`config.mk`:
```
export PLATFORM = sky130hd
export DESIGN_NAME = clk_div_bank
export DESIGN_NICKNAME = d
export VERILOG_FILES = /design/src/rtl/clk_div_pkg.sv /design/src/rtl/clk_div_chan.sv /design/src/rtl/clk_div_bank.sv
export SDC_FILE = /design/constraint.sdc
export NUM_CORES = 1
export LEC_CHECK = 0
export BUFFER_PORTS_ARGS = -buffer_cell sky130_fd_sc_hd__buf_4
export CAP_MARGIN = 10
export CORE_MARGIN = 2
export CORE_UTILIZATION = 52
export CTS_BUF_LIST = sky130_fd_sc_hd__clkbuf_8
export DETAILED_ROUTE_END_ITERATION = 12
export GPL_TIMING_DRIVEN = 1
export PLACE_DENSITY = 0.67
export SLEW_MARGIN = 20
export SYNTH_ARGS = -nofsm -noshare
export SYNTH_HDL_FRONTEND = slang
export SYNTH_SLANG_ARGS = --single-unit
```
`constraint.sdc`:
```
create_clock -name clk -period 3.3 [get_ports clk]
set_input_delay 0 -clock clk [delete_from_list [all_inputs] [get_ports clk]]
set_output_delay 0 -clock clk [all_outputs]
set_load 0.05 [all_outputs]
```
`src/rtl/clk_div_pkg.sv`:
```
// Shared types and sizing helpers for the divided clock-enable bank.
package clk_div_pkg;

    // Lock/reset sequencer states.
    typedef enum logic [1:0] {
        WAIT_LOCK = 2'd0,
        HOLD      = 2'd1,
        RUN       = 2'd2
    } state_e;

    // Width of the reset-hold counter; covers RST_HOLD values up to 65536.
    localparam int HOLD_W = 16;

    // Channel index width, never narrower than one bit.
    function automatic int ch_idx_w(input int channels);
        int w;
        w = $clog2(channels);
        return (w < 1) ? 1 : w;
    endfunction

endpackage

```
`src/rtl/clk_div_chan.sv`:
```
// One divider channel: div register, phase counter, clock enable and 50% toggle.
module clk_div_chan
    import clk_div_pkg::*;
#(
    parameter int DIV_W       = 8,
    parameter int DEFAULT_DIV = 2
) (
    input  logic             clk,
    input  logic             rst,
    input  logic             run_i,
    input  logic             sync_i,
    input  logic             load_i,
    input  logic [DIV_W-1:0] load_div_i,
    output logic             ce_o,
    output logic             clkd_o,
    output logic             apply_ok_o
);

    logic [DIV_W-1:0] div_q, div_d;
    logic [DIV_W-1:0] cnt_q, cnt_d;
    logic             clkd_q, clkd_d;
    logic             tc;

    // Terminal count is derived from registers only; a realign request masks
    // the enable in its own cycle so no pulse lands right before the restart.
    assign tc         = run_i && (div_q != '0) && (cnt_q == div_q - DIV_W'(1));
    assign ce_o       = tc && !sync_i;
    assign clkd_o     = clkd_q && run_i;
    // A pending update may land now: at terminal count, or when the channel is idle.
    assign apply_ok_o = !run_i || (div_q == '0) || tc;

    // Next-state for divider, counter and toggle.
    always_comb begin
        div_d  = load_i ? load_div_i : div_q;
        cnt_d  = cnt_q;
        clkd_d = clkd_q;
        if (!run_i || sync_i) begin
            cnt_d  = '0;
            clkd_d = 1'b0;
        end else begin
            clkd_d = clkd_q ^ tc;
            if (load_i || (div_q == '0) || tc) begin
                cnt_d = '0;
            end else begin
                cnt_d = cnt_q + DIV_W'(1);
            end
        end
    end

    // Channel state registers.
    always_ff @(posedge clk or posedge rst) begin
        if (rst) begin
            div_q  <= DIV_W'(DEFAULT_DIV);
            cnt_q  <= '0;
            clkd_q <= 1'b0;
        end else begin
            div_q  <= div_d;
            cnt_q  <= cnt_d;
            clkd_q <= clkd_d;
        end
    end

endmodule

```
`src/rtl/clk_div_bank.sv`:
```
// Lock filter, reset sequencer, config slot and a bank of divider channels.
// Config port: a transfer happens on any cycle with cfg_valid && cfg_ready;
// cfg_ready depends only on registered state, never on cfg_valid.
module clk_div_bank
    import clk_div_pkg::*;
#(
    parameter int  CHANNELS    = 4,
    parameter int  DIV_W       = 8,
    parameter int  DEFAULT_DIV = 2,
    parameter int  LOCK_CYCLES = 16,
    parameter int  RST_HOLD    = 8,
    localparam int CH_W        = ch_idx_w(CHANNELS)
) (
    input  logic                clk,
    input  logic                rst,
    input  logic                pll_lock,
    input  logic                cfg_valid,
    output logic                cfg_ready,
    input  logic [CH_W-1:0]     cfg_ch,
    input  logic [DIV_W-1:0]    cfg_div,
    input  logic                sync_req,
    output logic                rst_o,
    output logic                running,
    output logic                cfg_err,
    output logic [CHANNELS-1:0] ce,
    output logic [CHANNELS-1:0] clkd,
    output state_e              state_dbg
);

    localparam int              LOCK_W   = $clog2(LOCK_CYCLES + 1);
    localparam logic [CH_W:0]   CH_LIMIT = (CH_W + 1)'(CHANNELS);

    logic [LOCK_W-1:0]   lock_cnt_q;
    logic                locked;
    state_e              state_q;
    logic [HOLD_W-1:0]   hold_cnt_q;
    logic                rst_q, running_q;
    logic                pend_q, err_q;
    logic [CH_W-1:0]     pend_ch_q;
    logic [DIV_W-1:0]    pend_div_q;
    logic                accept, bad_ch, apply;
    logic [CHANNELS-1:0] load_vec, apply_ok;

    assign locked    = (lock_cnt_q == LOCK_W'(LOCK_CYCLES));
    assign rst_o     = rst_q;
    assign running   = running_q;
    assign state_dbg = state_q;
    assign cfg_ready = !pend_q;
    assign cfg_err   = err_q;
    assign accept    = cfg_valid && !pend_q;
    assign bad_ch    = ({1'b0, cfg_ch} >= CH_LIMIT);
    assign apply     = |load_vec;

    // Lock filter: consecutive locked cycles, saturating, cleared by any drop.
    always_ff @(posedge clk or posedge rst) begin
        if (rst) begin
            lock_cnt_q <= '0;
        end else if (!pll_lock) begin
            lock_cnt_q <= '0;
        end else if (!locked) begin
            lock_cnt_q <= lock_cnt_q + LOCK_W'(1);
        end
    end

    // Sequencer: wait for filtered lock, hold reset RST_HOLD cycles, then run.
    always_ff @(posedge clk or posedge rst) begin
        if (rst) begin
            state_q    <= WAIT_LOCK;
            hold_cnt_q <= '0;
            rst_q      <= 1'b1;
            running_q  <= 1'b0;
        end else if (!pll_lock) begin
            state_q    <= WAIT_LOCK;
            hold_cnt_q <= '0;
            rst_q      <= 1'b1;
            running_q  <= 1'b0;
        end else begin
            case (state_q)
                WAIT_LOCK: begin
                    if (locked) begin
                        state_q    <= HOLD;
                        hold_cnt_q <= '0;
                    end
                end
                HOLD: begin
                    if (hold_cnt_q == HOLD_W'(RST_HOLD - 1)) begin
                        state_q   <= RUN;
                        rst_q     <= 1'b0;
                        running_q <= 1'b1;
                    end else begin
                        hold_cnt_q <= hold_cnt_q + HOLD_W'(1);
                    end
                end
                RUN: begin
                    state_q <= RUN;
                end
                default: begin
                    state_q    <= WAIT_LOCK;
                    hold_cnt_q <= '0;
                    rst_q      <= 1'b1;
                    running_q  <= 1'b0;
                end
            endcase
        end
    end

    // Single pending update slot; out-of-range channels are reported, not stored.
    always_ff @(posedge clk or posedge rst) begin
        if (rst) begin
            pend_q     <= 1'b0;
            pend_ch_q  <= '0;
            pend_div_q <= '0;
            err_q      <= 1'b0;
        end else begin
            err_q <= accept && bad_ch;
            if (accept && !bad_ch) begin
                pend_q     <= 1'b1;
                pend_ch_q  <= cfg_ch;
                pend_div_q <= cfg_div;
            end else if (apply) begin
                pend_q <= 1'b0;
            end
        end
    end

    for (genvar i = 0; i < CHANNELS; i++) begin : g_chan
        assign load_vec[i] = pend_q && (pend_ch_q == CH_W'(i)) && apply_ok[i];

        clk_div_chan #(
            .DIV_W       (DIV_W),
            .DEFAULT_DIV (DEFAULT_DIV)
        ) u_chan (
            .clk        (clk),
            .rst        (rst),
            .run_i      (running_q),
            .sync_i     (sync_req),
            .load_i     (load_vec[i]),
            .load_div_i (pend_div_q),
            .ce_o       (ce[i]),
            .clkd_o     (clkd[i]),
            .apply_ok_o (apply_ok[i])
        );
    end

endmodule
```
Yosys cells after proc, flatten, opt, wreduce, memory -nomap -nowiden
Index checks and enable logic that the tools add are counted.
W data, S select, Z words.
Word-level totals
  logic and storage cells: 142
  memories: 0
  latch bits: 0
  memory bits (read-only): 0
  memory bits (writable): 0
  input port bits: 15
  output and inout bits: 14
  flip-flop bits (word level): 104
Cells by class
  equal/unequal tests: 17
  bitwise logic cells: 4
  shift-type cells: 0
  reduce and logical (&&, ||, !) cells: 61
  $add $sub $neg: 10
  div/mod/pow operators: 0
  mux-type cells: 30
  multiply operators: 0
  order comparisons: 0
Operators by type and width (count)
  $mux W8: 8
  $mux W16: 3
  $pmux W16 S3: 1
  $add A8 B1 Y8 const B: 4
  $eq A8 B8 Y1: 4
  $logic_not A8 Y1: 4
  $reduce_bool A8 Y1: 4
  $sub A8 B1 Y8 const B: 4
  $logic_and A1 B1 Y1: 25
  $logic_or A1 B1 Y1: 17
  $add A16 B1 Y16 const B: 1
  $eq A16 B3 Y1 const B: 1
  $mux W1: 10
  $mux W5: 2
  $ne A3 B3 Y1 const B: 3
  $eq A2 B2 Y1 const B: 3
  $mux W2: 3
  $ne A2 B2 Y1 const B: 3
  $pmux W2 S3: 1
  $add A5 B1 Y5 const B: 1
  $eq A5 B5 Y1 const B: 1
  $eq A2 B1 Y1 const B: 2
  $logic_not A2 Y1: 2
  $pmux W1 S2: 2
  7 further kinds: 13

Depth between registers and ports, before layout
Gate-level depths: netlist (run 1).
  word-level depth: 9
  gate-level depth with buffers: 11
  depth with buffers taken out: 9

Cells and area by module
From an unflattened synthesis (run 1), not the netlist that was laid out.
Unflattened totals
  cell total of the unflattened synthesis: 583
  area, all modules: 6090.8 µm²
Modules (own cells, without submodules)
  clk_div_chan: area each 1022.2 µm², seq. area each 426.7 µm², instances 4, cells an instance 94
  clk_div_bank: area each 2001.9 µm², seq. area each 902.1 µm², instances 1, cells an instance 207

Worst setup path before layout (run 1)
Ideal clock, no wire load.
  kind: reg2reg
  start: register g_chan[3].u_chan.div_q[2]
  end: register g_chan[3].u_chan.div_q[2]
  stages on the path, launching flop included: 8
  path slack: 0.776 ns
  setup time: 0.125 ns
  data required time: 3.175 ns
  buffers on the path: 1
  period minus slack after synthesis: 2.524 ns
  data arrival time: 2.399 ns
  cells stage by stage: dfrtp_1 > or3_1 > or3_4 > a2111oi_4 > o311ai_2 > a31oi_4 > buf_6 > mux2_4
Between the ends
  longest elaborated chain between the ends: 5
  elaborated cells on any way between the ends: 9
  classes of those cells: 1 x add/sub; 1 x eq/ne; 7 x reduce/logical
RTL lines
  start, declared: line clk_div_chan.sv:19  | logic [DIV_W-1:0] div_q, div_d;
  start signal, assigned: line clk_div_chan.sv:53  | div_q <= DIV_W'(DEFAULT_DIV);
  start signal, assigned: line clk_div_chan.sv:57  | div_q <= div_d;
  $sub A8 B1 Y8 / $reduce_bool A8 Y1 (equally long branches): line clk_div_chan.sv:26  | assign tc = run_i && (div_q != '0) && (cnt_q == div_q - DIV_W'(1));
  $eq A8 B8 Y1 / $logic_and A1 B1 Y1 (equally long branches): line clk_div_chan.sv:26
  $logic_and A1 B1 Y1: line clk_div_chan.sv:26
  $logic_or A1 B1 Y1 *: line clk_div_chan.sv:30  | assign apply_ok_o = !run_i || (div_q == '0) || tc;
  $logic_and A1 B1 Y1 *: line clk_div_bank.sv:127  | assign load_vec[i] = pend_q && (pend_ch_q == CH_W'(i)) && apply_ok[i];
Mark *: on every way between the ends. The rest lies on a longest branch, timed or not.
A chain may end at the register's enable or synchronous reset.

Final worst setup path (run 1)
  start: register g_chan[0].u_chan.div_q[2]
  end: register g_chan[0].u_chan.div_q[6]
Between the ends
  longest elaborated chain between the ends: 5
  elaborated cells on any way between the ends: 9
  classes of those cells: 1 x add/sub; 1 x eq/ne; 7 x reduce/logical
RTL lines (line)
  start, declared: clk_div_chan.sv:19
  start signal, assigned: clk_div_chan.sv:53
  start signal, assigned: clk_div_chan.sv:57
  $sub A8 B1 Y8 / $reduce_bool A8 Y1 (equally long branches): clk_div_chan.sv:26
  $eq A8 B8 Y1 / $logic_and A1 B1 Y1 (equally long branches): clk_div_chan.sv:26
  $logic_and A1 B1 Y1: clk_div_chan.sv:26
  $logic_or A1 B1 Y1 *: clk_div_chan.sv:30
  $logic_and A1 B1 Y1 *: clk_div_bank.sv:127
Marks and branches as above.

==> impl_metrics.ini, run 1 <==
[synthesis]
synth_area_um2 = 5780
synth-edff-count = 0
yosysTopAreaCellShare_pct = 42.8
netlist_instances = 559
avgSynthCellArea_um2 = 10.3
synthDistinctLibCells = 61
ys_ff_latch = 104
yosysTopAreaCell = dfrtp_1
synth_area_leaders = dfrtp_1, xor2_1, nor2_1
yosysSeqAreaShare_pct = 45.1
synth_warnings = 0
synthFlopType = dfrtp_1
synth_fp_nets = 592
async_reset_ff_share_pct = 100

[cts]
cts.clk_slew.worst_paths_ns = 0.10
cts_tree = yes
clockBufferDepth = 2
cts_resized = 0
htreeDepth = 3
clkLatencyLatePin_ns = 0.37
root_buffer = clkbuf_8
cts.sinks = 104
cts_made_buffers = 9

[place]
dp_cells = 712
place_ws_ns = 0.474
portBuffers = 27
place_congestion = 0.844
hpwl_um = 8270

[pwr]
peakVddDrop_v = 0.000533
pwr-share-seq_pct = 43.9
p_leak_nw = 2.80
p_clk_share_pct = 23.2
pwr-share-comb_pct = 32.9
totalPowerFinal_w = 0.00452
p_sw_w = 0.00155
cell_internal_pwr_w = 0.00297
p_sw_share_pct = 34.2
powerDensity_nw_per_um2 = 698

[timing]
timing.setup.tns_ns = 0
worst_pin_slew_ns = 0.861
finalSetupViolCount = 0
fin_crit_sh_pct = 87.1
post-route-min-period_ns = 2.87
timing.hold.ws_ns = 0.0430
finalWorstSetupSlack_ns = 0.425
slew_headroom_pct = 42.6
rsz0062_at_grt = no
slew_violations = 0
fmax_ghz = 0.348
fin_skew_ns = 0.00948
finalHoldViolCount = 0

[min_path]
hp-class = in -> reg
hold_start = sync_req

[drt]
wirelength_um = 11500
drt-wirelength-per-cell_um = 15.5
first_pass_iters = 4
ant_nets = 0
drcViolationCount = 0
via_count = 4095
drt_iter0_drc = 148
vias_per_cell = 5.53

[global_routing]
grt_pass1_vias = 4051
grt_max_degree = 71
grt_usage_pct = 20.7
gr-total-overflow = 0
grt_first_pass_wirelength_um = 19400
antenna_found_initial = 0

[final_layout]
nets = 628
drive_above_1_share_pct = 16.7
finalNonFillerCells = 740
diodes = 0
final.fill_count = 917
area_growth_pct = 11.9

[critical_path]
worstPathArrival_ns = 3.14
crit_fanout = 9
slowest_stage = a311o_1
startpoint_type = flop
cp_top_family = compound AO/OA/AOI/OAI gates
r2r_start = g_chan[0].u_chan.div_q[2]
worst_ep_required_time_ns = 3.56
critPathCaptureType = flop
cpPeakStageDelay_ns = 0.66
critPathKind = reg -> reg
path_buf_inv = 0
path_cells = nor4_2 -> nand2_1 -> xor2_1 -> nor3b_1 -> o31ai_1 -> a311o_1 -> mux2_4
setup.worst_path.start = g_chan[0].u_chan.div_q[2]

[floorplan]
die_w_um = 109
initial_core_util_pct = 53.4
rows = 38
die_area_um2 = 12000
die-height_um = 109
ios = 29
coreArea_um2 = 10800

[outcome]
status = complete, no violations

[run]
drv_cap = 0
-- kinds of logic after synthesis --
group / share of synthesized area [%]
AO/OA/AOI/OAI: 7.83
XOR/XNOR: 12.0
adder cells (fa/ha/maj): 3.89
buffers and inverters: 3.61
flip-flops: 45.1
multiplexers: 8.46
other: 0.0648
AND/OR/NAND/NOR: 19.1
-- cells in the mapped netlist, types with 5 or more instances --
library cell / instances
dfrtp_1: 99
nor2_1: 76
xor2_1: 49
nand3_1: 36
xnor2_1: 30
nand2_1: 26
inv_1: 24
mux2_2: 23
ha_1: 18
o21ai_0: 15
mux2_4: 14
a21oi_1: 11
and3_1: 10
nor3_1: 10
buf_4: 9
or3_1: 8
nor4_1: 7
and2_1: 6
nand4_1: 6
nor2b_1: 6
clkbuf_1: 5
dfstp_2: 5
-- per-layer routing --
metal  track usage, %  wire length, µm  share of wire, %
met2             35.8             5710                50
met3             4.21              320               2.8
met4             5.24              121               1.1
met1             26.6             5300                46
met5                0                0                 0
-- cell usage in the layout, fill, tap and decap left out, types with 14 or more instances in the layout --
cell type / n
buf_4: 31
dfrtp_1: 99
ha_1: 18
inv_1: 23
mux2_2: 23
mux2_4: 14
nand2_1: 26
nand3_1: 36
nor2_1: 76
o21ai_0: 15
xnor2_1: 30
xor2_1: 49
-- registers in the layout, indices dropped and copies added, names as in the netlist --
signal / count
pend_ch_q: 2
running: 1
hold_cnt_q: 16
g_chan.u_chan.clkd_q: 4
rst_o: 1
pend_q: 1
g_chan.u_chan.cnt_q: 32
state_dbg: 2
lock_cnt_q: 5
pend_div_q: 8
g_chan.u_chan.div_q: 32
-- stage by stage --
step / util, % / area (µm²)
detailed placement: 56.0 / 6080
floorplan: - / 5780
CTS: 59.7 / 6470
global placement: 56.0 / 6080
finish: 59.7 / 6470
global route: 59.7 / 6470
-- worst reg2reg max path, stage by stage, from the launching register on --
cell     delay [ns]
dfrtp_1        0.48
nor4_2         0.44
nand2_1        0.11
xor2_1         0.15
nor3b_1        0.07
o31ai_1        0.52
a311o_1        0.66
mux2_4         0.35
-- worst paths after layout --
| check | end | slack (ns) | cells after the start |
|---|---|---|---|
| setup / recovery | g_chan[0].u_chan.div_q[6] | 0.43 | 7 |
| hold reg to reg | rst_o | 0.49 | 2 |
| setup reg to reg | g_chan[0].u_chan.div_q[6] | 0.43 | 7 |
| max in group asynchronous | g_chan[2].u_chan.div_q[1] | 2.09 | 4 |
| min in group asynchronous | hold_cnt_q[5] | 0.36 | 3 |
| hold / removal | g_chan[1].u_chan.clkd_q | 0.04 | 3 |
-- timing repair --
| action | CTS | global route |
|---|---|---|
| endpoints found under the hold margin | 79 | 0 |
| hold buffers | 12 | 0 |
| setup buffers | 0 | 0 |
-- power groups by stage --
stage                     combinational [W]  clock [W]  sequential (W)
final                               0.00149    0.00105         0.00198
after global routing                0.00165    0.00112         0.00204
after CTS                           0.00149    0.00107         0.00198
after detailed placement            0.00147          0         0.00201
after global placement              0.00142          0         0.00200
after floorplan                     0.00128          0         0.00185
-- cell type report --
cell class                 instances  area [µm²]  share of cell area, %
clock buffer                      10         138                   2.13
clock inverter                     6         138                   2.13
inverter                          24        92.6                   1.43
multi-input combinational        413        2970                   45.8
sequential                       104        2610                   40.3
tap                              140         175                   2.71
timing repair buffer              43         353                   5.45
(Power assumes the default switching activity.)
==> run 2, diff against run 1 <==
==> constraint.sdc (replaced) <==
create_clock -name clk -period 2.94 [get_ports clk]
set_input_delay 0.441 -clock clk [delete_from_list [all_inputs] [get_ports clk]]
set_output_delay 0.441 -clock clk [all_outputs]
set_load 0.05 [all_outputs]
==> run 2 against run 1 <==
  * Power up 17%
  * Worst hold slack better by 0.16 ns
  * First-iteration DRC count is 8.1% higher
  * Clock-buffer cell count decreased by 1
  * Via count increased by 2.1%
  * Sequential power grew 13%
  * Sequential share of layout area decreased by 0.98 points
  * Combinational power is 39% higher
  * Global-route usage grew 1.2 points
  * Critical path depth unchanged
  * Cell count up 1.4%
==> impl_metrics.ini, run 2 (synthesis results as in run 1) <==
[global_routing]
grt_first_pass_wirelength_um = 20400
grt_pass1_vias = 4295
grt_max_degree = 105
antenna_found_initial = 0
gr-total-overflow = 0
grt_usage_pct = 21.9

[cts]
cts.sinks = 104
holdBufCountCts = 0
clkLatencyLatePin_ns = 0.38
root_buffer = clkbuf_8
clockBufferDepth = 2
cts_tree = yes
cts.clk_slew.worst_paths_ns = 0.10
cts_made_buffers = 9
htreeDepth = 3

[floorplan]
die-height_um = 109
die_area_um2 = 12000
coreArea_um2 = 10800
rows = 38
die_w_um = 109
initial_core_util_pct = 53.4
ios = 29

[drt]
drt-wirelength-per-cell_um = 16.1
drt_iter0_drc = 160
wl_met3_um = 465
top_layer = met4
met1Wirelength_um = 5560
first_pass_iters = 4
met2_length_um = 5860
wirelength_um = 12100
vias_per_cell = 5.57
drcViolationCount = 0
via_count = 4180
ant_nets = 0

[place]
place_congestion = 0.807
dpl_cell_area_um2 = 6120
place_ws_ns = 0.0706
portBuffers = 27
hpwl_um = 8230

[timing]
fin_skew_ns = 0.00784
finalSetupViolCount = 0
finalWorstSetupSlack_ns = 0.0337
rsz0062_at_grt = yes
finalHoldViolCount = 0
timing.hold.ws_ns = 0.200
fmax_ghz = 0.344
fin_crit_sh_pct = 98.9
post-route-min-period_ns = 2.91
worst_pin_slew_ns = 0.631
slew_headroom_pct = 57.6
slew_violations = 0

[pwr]
p_leak_nw = 2.84
powerDensity_nw_per_um2 = 795
totalPowerFinal_w = 0.00528
peakVddDrop_v = 0.000554

[critical_path]
reg2reg_slack_ns = 0.12
startpoint_type = flop
crit_fanout = 3
r2r_cells = 9
r2r_end = g_chan[0].u_chan.div_q[4]
critPathKind = reg -> out
r2r_start = g_chan[0].u_chan.div_q[1]
worstPathArrival_ns = 2.47
setup.worst_path.start = g_chan[3].u_chan.div_q[1]
critPathCaptureType = output port
worst_ep_required_time_ns = 2.50
crit_path_end = ce[3]

[final_layout]
largestRegisters = g_chan.u_chan.cnt_q: 32 flops, g_chan.u_chan.div_q: 32 flops, hold_cnt_q: 16 flops
final.fill_count = 924
nets = 638
final_cell_area_um2 = 6650
diodes = 0
area_growth_pct = 14.9
layout_commonest_cell = dfrtp_1
layout_common_cells = dfrtp_1, nor2_1, buf_4
drive_above_1_share_pct = 24.6

[run]
drv_cap = 0

[outcome]
status = complete, no violations

[min_path]
hp-class = in -> async
==> run 2: per-stage QoR <==
stage | TNS [ns] | instances | utilization, %
after floorplan | 0 | 559 | -
after global placement | 0 | 716 | 56.5
after detailed placement | 0 | 716 | 56.5
after CTS | -0.00454 | 736 | 59.4
after global routing | -0.139 | 750 | 61.3
final | 0 | 750 | 61.3
==> run 2: where the power goes <==
group / internal, W / switching, W
combinational: 0.00112 / 0.000947
clock: 0.000481 / 0.000506
sequential: 0.00176 / 0.000469
total: 0.00336 / 0.00192
==> run 2: layer usage <==
metal / global-route usage [%] / vias up
li1: - / 2019
met1: 27.9 / 2074
met2: 36.3 / 64
met3: 6.76 / 23
met4: 5.88 / 0
met5: 0 / -
==> run 2: worst max-delay path, stage by stage (launching register included) <==
cell and delay, ns:
dfstp_2 0.39, buf_4 0.13, or2_4 0.25, or3_4 0.40, a2111oi_4 0.40, o311ai_4 0.17, nor2_2 0.17, buf_6 0.17
==> run 2: worst min path at each step <==
stage / start / to / cells after the start
floorplan: g_chan[1].u_chan.cnt_q[0] / g_chan[1].u_chan.cnt_q[0] / 1
global placement: rst_o / rst_o / 2
detailed placement: rst_o / rst_o / 2
CTS: rst / hold_cnt_q[6] / 3
global route: rst / hold_cnt_q[6] / 3
finish: rst / hold_cnt_q[6] / 3
==> run 2: final cells by class <==
class	count	area, µm²	share of cell area [%]
clock inverter	7	95.1	1.43
multi-input combinational	413	3120	47.0
tap	140	175	2.64
sequential	104	2610	39.3
clock buffer	9	124	1.86
timing repair buffer	53	422	6.35
inverter	24	93.8	1.41
==> run 2: timing repair <==
action                     CTS  global route
setup endpoints to repair    4            15
buffers inserted             4            14
pin swaps                    6            14
gates resized for setup     16            23
==> run 3, diff against run 2 <==
--- a/config.mk
+++ b/config.mk
@@ -5,6 +5,7 @@
 export SDC_FILE = /design/constraint.sdc
 export NUM_CORES = 1
 export LEC_CHECK = 0
+export ABC_AREA = 1
 export BUFFER_PORTS_ARGS = -buffer_cell sky130_fd_sc_hd__buf_4
 export CAP_MARGIN = 10
 export CORE_MARGIN = 2
==> run 3 against run 2 <==
  * Final area increased by 1.0%
  * Maximum frequency grew 4.0%
  * Critical path depth increased by 2
  * Via count rose by 20%
  * Core utilization decreased by 2.5 points
  * Sequential power about the same
  * Die area grew 5.4%
  * Routed wire length grew 7.9%
  * Largest cell class unchanged
==> impl_metrics.ini, run 3 <==
[final_layout]
post-route-util_pct = 58.8
diodes = 0
final_cell_area_um2 = 6710
multi_input_area_um2 = 3060
largestRegisters = g_chan.u_chan.cnt_q: 32 flops, g_chan.u_chan.div_q: 32 flops, hold_cnt_q: 16 flops
finalNonFillerCells = 956
area_growth_pct = 9.89
layout_commonest_cell = nand2_1
layout_common_cells = nand2_1, nor2_1, dfrtp_1
final.fill_count = 1025
nets = 841
regArea_um2 = 2610
drive_above_1_share_pct = 12.7

[global_routing]
gr-total-overflow = 0
grt_pass1_vias = 4878
grt_max_degree = 84
grt_usage_pct = 21.7
grt_first_pass_wirelength_um = 22200
antenna_found_initial = 0

[floorplan]
die_area_um2 = 12600
ios = 29
initial_core_util_pct = 53.5
die_w_um = 112
rows = 39
coreArea_um2 = 11400
die-height_um = 112

[synthesis]
synth_area_leaders = dfrtp_1, nand2_1, nor2_1
ys_ff_latch = 104
synthFlopType = dfrtp_1
synth-edff-count = 0
synth_area_um2 = 6110
synthTopCellsByCount = nand2_1, nor2_1, dfrtp_1
avgSynthCellArea_um2 = 7.80
yosysTopAreaCellShare_pct = 40.5
synth_warnings = 0
async_reset_ff_share_pct = 100
yosysTopAreaCell = dfrtp_1
synth_most_common_cell = nand2_1
netlist_instances = 783
synth_fp_nets = 816
yosysSeqAreaShare_pct = 42.7
synthDistinctLibCells = 42

[pwr]
pwr-share-seq_pct = 36.8
powerDensity_nw_per_um2 = 894
totalPowerFinal_w = 0.00600
peakVddDrop_v = 0.000493
p_leak_nw = 3.28
pwr-share-comb_pct = 45.3
p_sw_share_pct = 44.3
cell_internal_pwr_w = 0.00335
p_sw_w = 0.00266
p_clk_share_pct = 17.9

[drt]
ant_nets = 0
wirelength_um = 13100
via_count = 5014
drt_iter0_drc = 262
drt-wirelength-per-cell_um = 13.7
first_pass_iters = 5
vias_per_cell = 5.24
drcViolationCount = 0

[cts]
clockBufferDepth = 2
htreeDepth = 3
cts.sinks = 104
root_buffer = clkbuf_8
cts.clk_slew.worst_paths_ns = 0.10
clkLatencyLatePin_ns = 0.38
cts_made_buffers = 9
cts_tree = yes

[place]
hpwl_um = 9710
place_congestion = 0.896
dpl_cell_area_um2 = 6400
portBuffers = 27
dp_cells = 938

[critical_path]
critPathCaptureType = output port
r2r_start = lock_cnt_q[0]
worst_ep_required_time_ns = 2.50
critPathKind = reg -> out
startpoint_type = flop
reg2reg_slack_ns = 0.63
r2r_cells = 12
crit_fanout = 4
worstPathArrival_ns = 2.35
r2r_end = hold_cnt_q[6]

[timing]
slew_headroom_pct = 54.6
slew_violations = 0
finalHoldViolCount = 0
finalSetupViolCount = 0
timing.hold.ws_ns = 0.0946
fmax_ghz = 0.358
fin_skew_ns = 0.0104
worst_pin_slew_ns = 0.677
post-route-min-period_ns = 2.79
fin_crit_sh_pct = 95.0

[outcome]
status = complete, no violations

[run]
drv_cap = 0

[min_path]
hp-class = in -> async
-- run 3: cell count changes in the layout (fill, tap and decap cells not counted), moves of 18 or more --
cell / before / now
inv_1: 21 / 92
xnor2_1: 29 / 11
nand3_1: 36 / 58
nand2_1: 26 / 184
buf_4: 49 / 28
nor2_1: 73 / 99
mux2_2: 23 / 1
-- run 3: through the flow --
stage	setup TNS [ns]	setup WS [ns]
finish	0	0.147
global route	-0.0173	-0.0173
detailed placement	0	0.506
floorplan	0	0.660
global placement	0	0.532
CTS	0	0.0687
-- run 3: cells by family (layout without fill, tap and decap cells) --
group,after synthesis,in the layout,synth area share (%)
flip-flops,104,104,42.7
buffers and inverters,115,145,8.01
other,1,1,0.0614
multiplexers,1,1,0.184
XOR/XNOR,50,50,7.17
AO/OA/AOI/OAI,76,76,7.37
adder cells (fa/ha/maj),18,18,3.69
AND/OR/NAND/NOR,418,418,30.8
-- run 3: final cells by class --
| class | instances | share of cell area [%] |
|---|---|---|
| Timing Repair Buffer | 31 | 3.76 |
| Tap cell | 143 | 2.66 |
| Multi-Input combinational cell | 564 | 45.5 |
| Inverter | 98 | 5.53 |
| Clock buffer | 10 | 2.05 |
| Sequential cell | 104 | 38.9 |
| Clock inverter | 6 | 1.60 |
-- run 3: power groups by stage --
stage | sequential (W) | clock (W) | combinational (W)
floorplan | 0.00221 | 0 | 0.00202
finish | 0.00221 | 0.00108 | 0.00272
detailed placement | 0.00223 | 0 | 0.00263
global route | 0.00226 | 0.00118 | 0.00309
CTS | 0.00220 | 0.00111 | 0.00264
global placement | 0.00221 | 0 | 0.00254
-- run 3: timing repair --
action	CTS	global route
setup endpoints to repair	0	3
gates resized for setup	0	10
hold buffers	0	0
setup buffers	0	2
-- run 3: critical path, stage by stage, from the launching register on --
cell     delay (ns)
dfstp_2        0.54
inv_1          0.08
ha_1           0.22
or2_1          0.25
nand3_1        0.07
nand2_1        0.09
nor3_4         0.20
nand4_1        0.17
nor2_1         0.18
buf_6          0.17
-- run 3: layer usage --
metal | vias up | track usage, % | part of all wire, %
li1 | 2536 | - | -
met1 | 2383 | 27.5 | 46
met2 | 80 | 37.6 | 49
met3 | 15 | 5.08 | 3.6
met4 | 0 | 6.02 | 1.4
met5 | - | 0 | 0
-- run 3: worst max-delay path by stage --
stage	startpoint	endpoint	slack (ns)	cells after the start
6_report	g_chan[0].u_chan.div_q[1]	ce[0]	0.15	9
5_1_grt	g_chan[0].u_chan.div_q[1]	ce[0]	-0.02	10
4_1_cts	g_chan[0].u_chan.div_q[1]	ce[0]	0.07	10
3_5_place_dp	g_chan[0].u_chan.div_q[1]	ce[0]	0.51	10
3_3_place_gp	g_chan[0].u_chan.div_q[1]	ce[0]	0.53	10
2_1_floorplan	g_chan[1].u_chan.div_q[1]	ce[1]	0.66	11
